**config.mk**
```make
export PLATFORM = sky130hd
export DESIGN_NAME = mem_ctrl
export DESIGN_NICKNAME = d
export VERILOG_FILES = /design/src/rtl/mem_ctrl_pkg.sv /design/src/rtl/mem_ctrl.sv
export SDC_FILE = /design/constraint.sdc
export NUM_CORES = 1
export LEC_CHECK = 0
export BUFFER_PORTS_ARGS = -buffer_cell sky130_fd_sc_hd__buf_2
export CORE_UTILIZATION = 45
export CTS_BUF_LIST = sky130_fd_sc_hd__clkbuf_16
export DETAILED_ROUTE_END_ITERATION = 6
export PLACE_DENSITY = 0.64
export SLEW_MARGIN = 20
export SYNTH_ARGS = -nofsm -noshare
export SYNTH_HDL_FRONTEND = slang
export SYNTH_SLANG_ARGS = --single-unit
```
**constraint.sdc**
```tcl
create_clock -name clk_in -period 9.8 [get_ports clk_in]
set_clock_uncertainty 0.2 [all_clocks]
set_input_delay 1.47 -clock clk_in [delete_from_list [all_inputs] [get_ports clk_in]]
set_output_delay 1.47 -clock clk_in [all_outputs]
set_load 0.01 [all_outputs]
```
**src/rtl/mem_ctrl_pkg.sv**
```systemverilog
// mem_ctrl_pkg: shared codes, state encoding and byte helpers for mem_ctrl.
//   READ/WRITE    - MEM_rw_in encoding
//   ENABLE/DISABLE, BUSY, ZERO32 - common constants
//   state_t       - controller states IDLE/RD/WR/DONE
//   norm_len      - maps a requested byte count onto 1, 2 or 4
//   get_byte      - extracts byte lane idx of a 32-bit word
//   put_byte      - replaces byte lane idx of a 32-bit word
package mem_ctrl_pkg;

  localparam logic        READ      = 1'b0;
  localparam logic        WRITE     = 1'b1;
  localparam logic        ENABLE    = 1'b1;
  localparam logic        DISABLE   = 1'b0;
  localparam logic        BUSY      = 1'b1;
  localparam logic [31:0] ZERO32    = 32'h0000_0000;
  localparam logic        OWNER_MEM = 1'b0;
  localparam logic        OWNER_IC  = 1'b1;

  typedef enum logic [1:0] {
    S_IDLE = 2'd0,
    S_RD   = 2'd1,
    S_WR   = 2'd2,
    S_DONE = 2'd3
  } state_t;

  // Anything other than 1 or 2 bytes is served as a full word.
  function automatic logic [2:0] norm_len(input logic [2:0] len);
    case (len)
      3'd1:    norm_len = 3'd1;
      3'd2:    norm_len = 3'd2;
      default: norm_len = 3'd4;
    endcase
  endfunction

  function automatic logic [7:0] get_byte(input logic [31:0] d, input logic [1:0] idx);
    case (idx)
      2'd0:    get_byte = d[7:0];
      2'd1:    get_byte = d[15:8];
      2'd2:    get_byte = d[23:16];
      default: get_byte = d[31:24];
    endcase
  endfunction

  function automatic logic [31:0] put_byte(input logic [31:0] d, input logic [1:0] idx,
                                           input logic [7:0] b);
    put_byte = d;
    case (idx)
      2'd0:    put_byte[7:0]   = b;
      2'd1:    put_byte[15:8]  = b;
      2'd2:    put_byte[23:16] = b;
      default: put_byte[31:24] = b;
    endcase
  endfunction

endpackage

```
**src/rtl/mem_ctrl.sv**
```systemverilog
// mem_ctrl: arbitrates the MEM stage and the I-cache onto a byte-wide RAM/IO
// bus, serialising 1/2/4-byte transfers and assembling reads little-endian.
// Ports:
//   clk_in, rst_in (async, active-high)
//   MEM_E_in/MEM_rw_in/MEM_addr_in/MEM_data_in/MEM_len_in - MEM request (level)
//   IC_E_in/IC_addr_in                                    - 4-byte fetch (level)
//   ram_din_in  - read byte, one cycle after its address
//   ram_dout_out/ram_a_out/ram_wr_out - byte bus to RAM/IO
//   busyMEM_out/busyICache_out        - which requester is being served
//   MEM_dataE_out/MEM_data_out, IC_dataE_out/IC_data_out - completion pulse + data
// Optional build macro MEM_CTRL_IO_FULL_STALL_EN adds io_buffer_full_in: a write
// byte at or above IO_ADDR waits while the IO buffer reports full.
module mem_ctrl
  import mem_ctrl_pkg::*;
#(
  parameter int                ADDR_W  = 32,
  parameter logic [ADDR_W-1:0] IO_ADDR = ADDR_W'(32'h30000)
) (
  input  logic              clk_in,
  input  logic              rst_in,
  input  logic              MEM_E_in,
  input  logic              MEM_rw_in,
  input  logic [ADDR_W-1:0] MEM_addr_in,
  input  logic [31:0]       MEM_data_in,
  input  logic [2:0]        MEM_len_in,
  input  logic              IC_E_in,
  input  logic [ADDR_W-1:0] IC_addr_in,
`ifdef MEM_CTRL_IO_FULL_STALL_EN
  input  logic              io_buffer_full_in,
`endif
  input  logic [7:0]        ram_din_in,
  output logic [7:0]        ram_dout_out,
  output logic [ADDR_W-1:0] ram_a_out,
  output logic              ram_wr_out,
  output logic              busyMEM_out,
  output logic              busyICache_out,
  output logic              MEM_dataE_out,
  output logic [31:0]       MEM_data_out,
  output logic              IC_dataE_out,
  output logic [31:0]       IC_data_out
);

  state_t            r_state;
  logic              r_owner;
  logic [ADDR_W-1:0] r_addr;
  logic [2:0]        r_len;
  logic [31:0]       r_data;
  logic [2:0]        r_cnt;
  logic [31:0]       r_asm;
  logic [ADDR_W-1:0] r_ram_a;
  logic [7:0]        r_ram_dout;
  logic              r_ram_wr;
  logic              r_busy_mem;
  logic              r_busy_ic;
  logic              r_mem_de;
  logic [31:0]       r_mem_data;
  logic              r_ic_de;
  logic [31:0]       r_ic_data;

  logic              w_owner_e;
  logic              w_io_addr;
  logic              w_stall;
  logic [2:0]        w_cnt_next;
  logic [ADDR_W-1:0] w_next_addr;
  logic [31:0]       w_asm_next;

  // Owner request level, next byte address, assembly update and IO stall.
  always_comb begin
    w_owner_e   = (r_owner == OWNER_MEM) ? MEM_E_in : IC_E_in;
    w_cnt_next  = r_cnt + 3'd1;
    w_next_addr = r_addr + ADDR_W'(w_cnt_next);
    // In cycle cnt the bus returns the byte addressed in cycle cnt-1.
    w_asm_next  = put_byte(r_asm, r_cnt[1:0] - 2'd1, ram_din_in);
    w_io_addr   = (r_ram_a >= IO_ADDR);
`ifdef MEM_CTRL_IO_FULL_STALL_EN
    w_stall     = r_ram_wr & w_io_addr & io_buffer_full_in;
`else
    // IO writes never wait in this build.
    w_stall     = r_ram_wr & w_io_addr & DISABLE;
`endif
  end

  // Controller FSM with registered bus and requester outputs.
  always_ff @(posedge clk_in or posedge rst_in) begin
    if (rst_in) begin
      r_state    <= S_IDLE;
      r_owner    <= OWNER_MEM;
      r_addr     <= '0;
      r_len      <= 3'd0;
      r_data     <= ZERO32;
      r_cnt      <= 3'd0;
      r_asm      <= ZERO32;
      r_ram_a    <= '0;
      r_ram_dout <= 8'h00;
      r_ram_wr   <= 1'b0;
      r_busy_mem <= 1'b0;
      r_busy_ic  <= 1'b0;
      r_mem_de   <= 1'b0;
      r_mem_data <= ZERO32;
      r_ic_de    <= 1'b0;
      r_ic_data  <= ZERO32;
    end else begin
      case (r_state)
        S_IDLE: begin
          r_mem_de <= 1'b0;
          r_ic_de  <= 1'b0;
          r_cnt    <= 3'd0;
          r_asm    <= ZERO32;
          if (MEM_E_in) begin
            r_owner    <= OWNER_MEM;
            r_addr     <= MEM_addr_in;
            r_len      <= norm_len(MEM_len_in);
            r_data     <= MEM_data_in;
            r_busy_mem <= BUSY;
            r_ram_a    <= MEM_addr_in;
            if (MEM_rw_in == WRITE) begin
              r_state    <= S_WR;
              r_ram_dout <= MEM_data_in[7:0];
              r_ram_wr   <= ENABLE;
            end else begin
              r_state    <= S_RD;
            end
          end else if (IC_E_in) begin
            r_owner   <= OWNER_IC;
            r_addr    <= IC_addr_in;
            r_len     <= 3'd4;
            r_data    <= ZERO32;
            r_busy_ic <= BUSY;
            r_ram_a   <= IC_addr_in;
            r_state   <= S_RD;
          end
        end

        S_RD: begin
          if (!w_owner_e) begin
            // Requester withdrew (e.g. flush): drop the fetch silently.
            r_state    <= S_IDLE;
            r_busy_mem <= 1'b0;
            r_busy_ic  <= 1'b0;
            r_ram_a    <= '0;
          end else begin
            if (r_cnt != 3'd0) begin
              r_asm <= w_asm_next;
            end
            if (r_cnt == r_len) begin
              r_state    <= S_DONE;
              r_busy_mem <= 1'b0;
              r_busy_ic  <= 1'b0;
              r_ram_a    <= '0;
              if (r_owner == OWNER_MEM) begin
                r_mem_de   <= 1'b1;
                r_mem_data <= w_asm_next;
              end else begin
                r_ic_de   <= 1'b1;
                r_ic_data <= w_asm_next;
              end
            end else begin
              r_cnt   <= w_cnt_next;
              // Last cycle only collects the final byte; no address is driven.
              r_ram_a <= (w_cnt_next < r_len) ? w_next_addr : '0;
            end
          end
        end

        S_WR: begin
          if (!w_stall) begin
            if (w_cnt_next == r_len) begin
              r_state    <= S_DONE;
              r_busy_mem <= 1'b0;
              r_ram_wr   <= 1'b0;
              r_ram_a    <= '0;
              r_ram_dout <= 8'h00;
              r_mem_de   <= 1'b1;
            end else begin
              r_cnt      <= w_cnt_next;
              r_ram_a    <= w_next_addr;
              r_ram_dout <= get_byte(r_data, w_cnt_next[1:0]);
            end
          end
        end

        S_DONE: begin
          r_state  <= S_IDLE;
          r_mem_de <= 1'b0;
          r_ic_de  <= 1'b0;
        end

        default: begin
          r_state <= S_IDLE;
        end
      endcase
    end
  end

  assign ram_a_out      = r_ram_a;
  assign ram_dout_out   = r_ram_dout;
  // Gated so a full IO buffer suppresses the strobe in the same cycle.
  assign ram_wr_out     = r_ram_wr & ~w_stall;
  assign busyMEM_out    = r_busy_mem;
  assign busyICache_out = r_busy_ic;
  assign MEM_dataE_out  = r_mem_de;
  assign MEM_data_out   = r_mem_data;
  assign IC_dataE_out   = r_ic_de;
  assign IC_data_out    = r_ic_data;

endmodule

```
==> flow_summary.toml <==
[synthesis]
xor_xnor_fraction_of_synth_area = 0.0239
synth_fp_nets = 1191
synthSimpleGateAreaFrac = 0.128
synthesis.yosys.warnings = 0
synth_top_family_by_area = "compound AO/OA/AOI/OAI gates"
synth-compound-area-share = 0.179
post_synth_main_area_contributors = "dfrtp_1 52%, o21ai_0 7.7%, mux2i_1 6.5%"
synth-async-reset-ratio = 1.00
synth_cells = 1060
post_synth_edffs = 0
syn-mean-instance-area_um2 = 9.66
synth.distinct_cells = 63
synth.ff_latch_count = 214
synth_top_area_share = 0.523
yosys_most_used_dff = "dfrtp_1"
ys_seq_area_frac = 0.523
synth_top_cell_by_area = "dfrtp_1"
syn_area_um2 = 10200
post_synthesis_adder_cell_area_fraction = 0.0239
synth.mux.area_fraction = 0.0766

[setup_path]
cp_num_buf_inv = 2
worst-path-max-fanout = 41
critPathMaxStageDelay_ns = 0.59
ff2ff_path_depth = 8
worstPathCellList = "buf_2 > buf_4 > mux2_2 > o311a_1 > a32o_2 > nand2_1 > o21ai_0"
worst-endpoint-arrival_ns = 3.89
crit_required_ns = 10.02
setup.worst_path.end_class = "flop"
regToRegSetupSlack_ns = 6.16
timing.critical_path.from = "MEM_E_in"
timing.rr.start = "r_cnt[0]$_DFFE_PP0P_"
slowest_stage = "a32o_2"
critPathTopFamily = "compound AO/OA/AOI/OAI gates"
timing_worst_setup_path_type = "primary input to flop"
startpoint_type = "primary input"
critical_path_depth = 7
timing.critical_path.to = "ram_a_out[23]$_DFFE_PP0P_"
rr_endpoint = "ram_a_out[23]$_DFFE_PP0P_"

[sta]
period_share = 0.375
max_slew_headroom_at_the_worst_pin = 0.269
setup_viol = 0
post-route-worst-setup-slack_ns = 6.13
fmax_mhz = 272
hold_violations = 0
timing.hold.ws_ns = 0.270
maxSlewViolCount = 0
rsz0062_at_grt = "false"
final.min_clock_period_ns = 3.67
worst_pin_slew_ns = 1.09
totalNegativeSetupSlack_ns = 0

[cts]
clock_buffer_depth = 3
post-cts-setup-buffer-count = 0
clk_pin_slew_worst_paths_ns = 0.06
tritoncts = "done"
cts_inserted_buffers = 24
h-tree-depth = 1
cts-hold-fix-buffers = 0
worstSkewPairLatency_ns = 0.51
cts_num_sinks = 214
number_of_gates_resized_after_cts = 0
cts_root_buf = "clkbuf_16"

[run]
cap_viol_max_count = 0

[die]
design.portCount = 221
die_w_um = 153
die-area_um2 = 23400
die-height_um = 153
floorplan.initialDensity = 0.464
number_of_cell_rows = 54
core-area_um2 = 22100

[drt]
post_detailed_route_wirelength_per_cell_um = 16.6
count_of_unresolved_drc_violations_after_routing = 0
detailedRoute.firstIterationViolations = 485
drt_first_pass_iters = 5
ant_nets = 0
routed_wirelength_um = 25500
detailroute.via_count = 8264
vias_per_cell = 5.39

[power_and_ir_drop]
power_leakage_nw = 5.97
total_switching_power_mw = 1.61
clockPowerShare = 0.213
pwr_density_cell_nw_per_um2 = 331
power.ir.vdd_worst_mv = 0.210
power.switching_fraction = 0.397
totalPowerFinal_mw = 4.06
intPower_mw = 2.45
p_seq_frac = 0.376
power.share.combinational = 0.411

[global_routing]
grt_overflow = 0
all_layer_gr_usage = 0.219
largest_net_degree_at_the_start_of_global_routing = 138
grt_pass1_wl_um = 42000
grt_antenna_before_repair = 2
vias_in_the_first_global_route = 8038

[cells_and_area]
design.final.nets = 1365
area_growth_syn_to_layout_pct = 19.7
drive_above_1_share = 0.232
layout_common_cells = "220 x buf_2, 214 x dfrtp_1, 158 x o21ai_0, 151 x nand2_1, 79 x nor2_1"
final_cells = 1534
layout_commonest_cell = "buf_2"

[placement]
post-place-ws_ns = 5.43
numPortBuffers = 220
routability_cong = 0.796
place_hpwl_um = 16900
place_inst = 1485

[worst_hold_path]
hp-class = "flop to flop"
worst_hold_startpoint = "MEM_data_out[0]$_DFFE_PP0P_"

[status]
run_status = "completed"
==> logic make-up (layout without fill, tap and decap cells) <==
group	count (synthesis)	after routing
mux	77	77
flops	214	214
simple gates	300	300
compound gates	311	311
other cells	0	2
buf+inv	111	303
xor+xnor	28	28
fa+ha+maj	19	19
==> worst register-to-register path: stages, from the launching register on <==
cell     delay (ns)
dfrtp_1        0.46
ha_1           0.52
xor2_1         0.36
ha_1           0.32
nand3_1        0.09
and2_0         0.33
a32o_2         0.58
nand2_1        0.40
o21ai_0        0.27
==> registers in the layout (all words and copies together) (netlist names) <==
signal          flops
IC_dataE_out        1
IC_data_out        32
MEM_dataE_out       1
MEM_data_out       32
busyICache_out      1
busyMEM_out         1
r_addr             32
r_asm              32
r_cnt               3
r_data             32
r_len               3
r_owner             1
r_state             2
ram_a_out          32
ram_dout_out        8
ram_wr_out          1
==> power groups by stage <==
stage	Sequential [mW]	Clock [mW]	Combinational, mW
5_1_grt	1.58	0.922	1.88
3_3_place_gp	1.53	0	1.61
3_5_place_dp	1.54	0	1.65
6_report	1.53	0.865	1.67
4_1_cts	1.53	0.887	1.66
2_1_floorplan	1.57	0	1.08
==> worst min path at each step <==
stage / slack [ns] / endpoint / cells after the start
3_3_place_gp: 0.26 / MEM_data_out[31]$_DFFE_PP0P_ / 2
4_1_cts: 0.28 / MEM_data_out[3]$_DFFE_PP0P_ / 2
3_5_place_dp: 0.26 / MEM_data_out[3]$_DFFE_PP0P_ / 2
2_1_floorplan: 0.25 / r_data[0]$_DFFE_PP0P_ / 2
6_report: 0.27 / MEM_data_out[0]$_DFFE_PP0P_ / 2
5_1_grt: 0.30 / MEM_data_out[4]$_DFFE_PP0P_ / 2
==> cells in the mapped netlist (2+ instances only) <==
master,count
a22o_1,24
o22ai_1,11
nor2_1,81
inv_1,32
and2_1,4
clkbuf_2,2
and3_1,7
clkbuf_1,48
nor2b_1,5
nand3_1,15
buf_1,5
mux2i_1,66
nor3_1,5
nand4_1,13
a41oi_1,3
and4_1,5
o21ai_0,158
o31ai_1,2
nand2_1,151
a21oi_2,5
dfrtp_1,214
xor2_1,18
xnor2_1,10
mux2_2,11
and2_0,3
a222oi_1,8
o21ai_1,9
buf_4,3
nor4_1,2
a2111oi_0,2
nand2b_1,2
buf_2,19
a31o_2,2
a31oi_1,2
ha_1,18
a21oi_1,68
==> per-stage QoR <==
| step | cell area (um2) | util |
|---|---|---|
| floorplan | 10200 | - |
| global placement | 11400 | 0.516 |
| CTS | 12200 | 0.551 |
| global route | 12300 | 0.555 |
| finish | 12300 | 0.555 |
| detailed placement | 11400 | 0.516 |
==> layer usage <==
layer / vias to the layer above / part of all wire / GRT usage
met2: 232 / 0.47 / 0.358
met5: - / 0 / 0
met3: 38 / 0.047 / 0.0318
li1: 4052 / - / -
met1: 3942 / 0.46 / 0.303
met4: 0 / 0.027 / 0.0669
==> layout make-up <==
cell class / count / area [um2]
well taps: 280 / 350
diodes: 2 / 5.00
fillers: 2042 / 9830
inverters: 32 / 128
multi-input cells: 735 / 4460
clock buffers: 25 / 626
flip-flops and latches: 214 / 5360
clock inverters: 19 / 134
repair buffers: 227 / 1210
(Power assumes the default switching activity.)
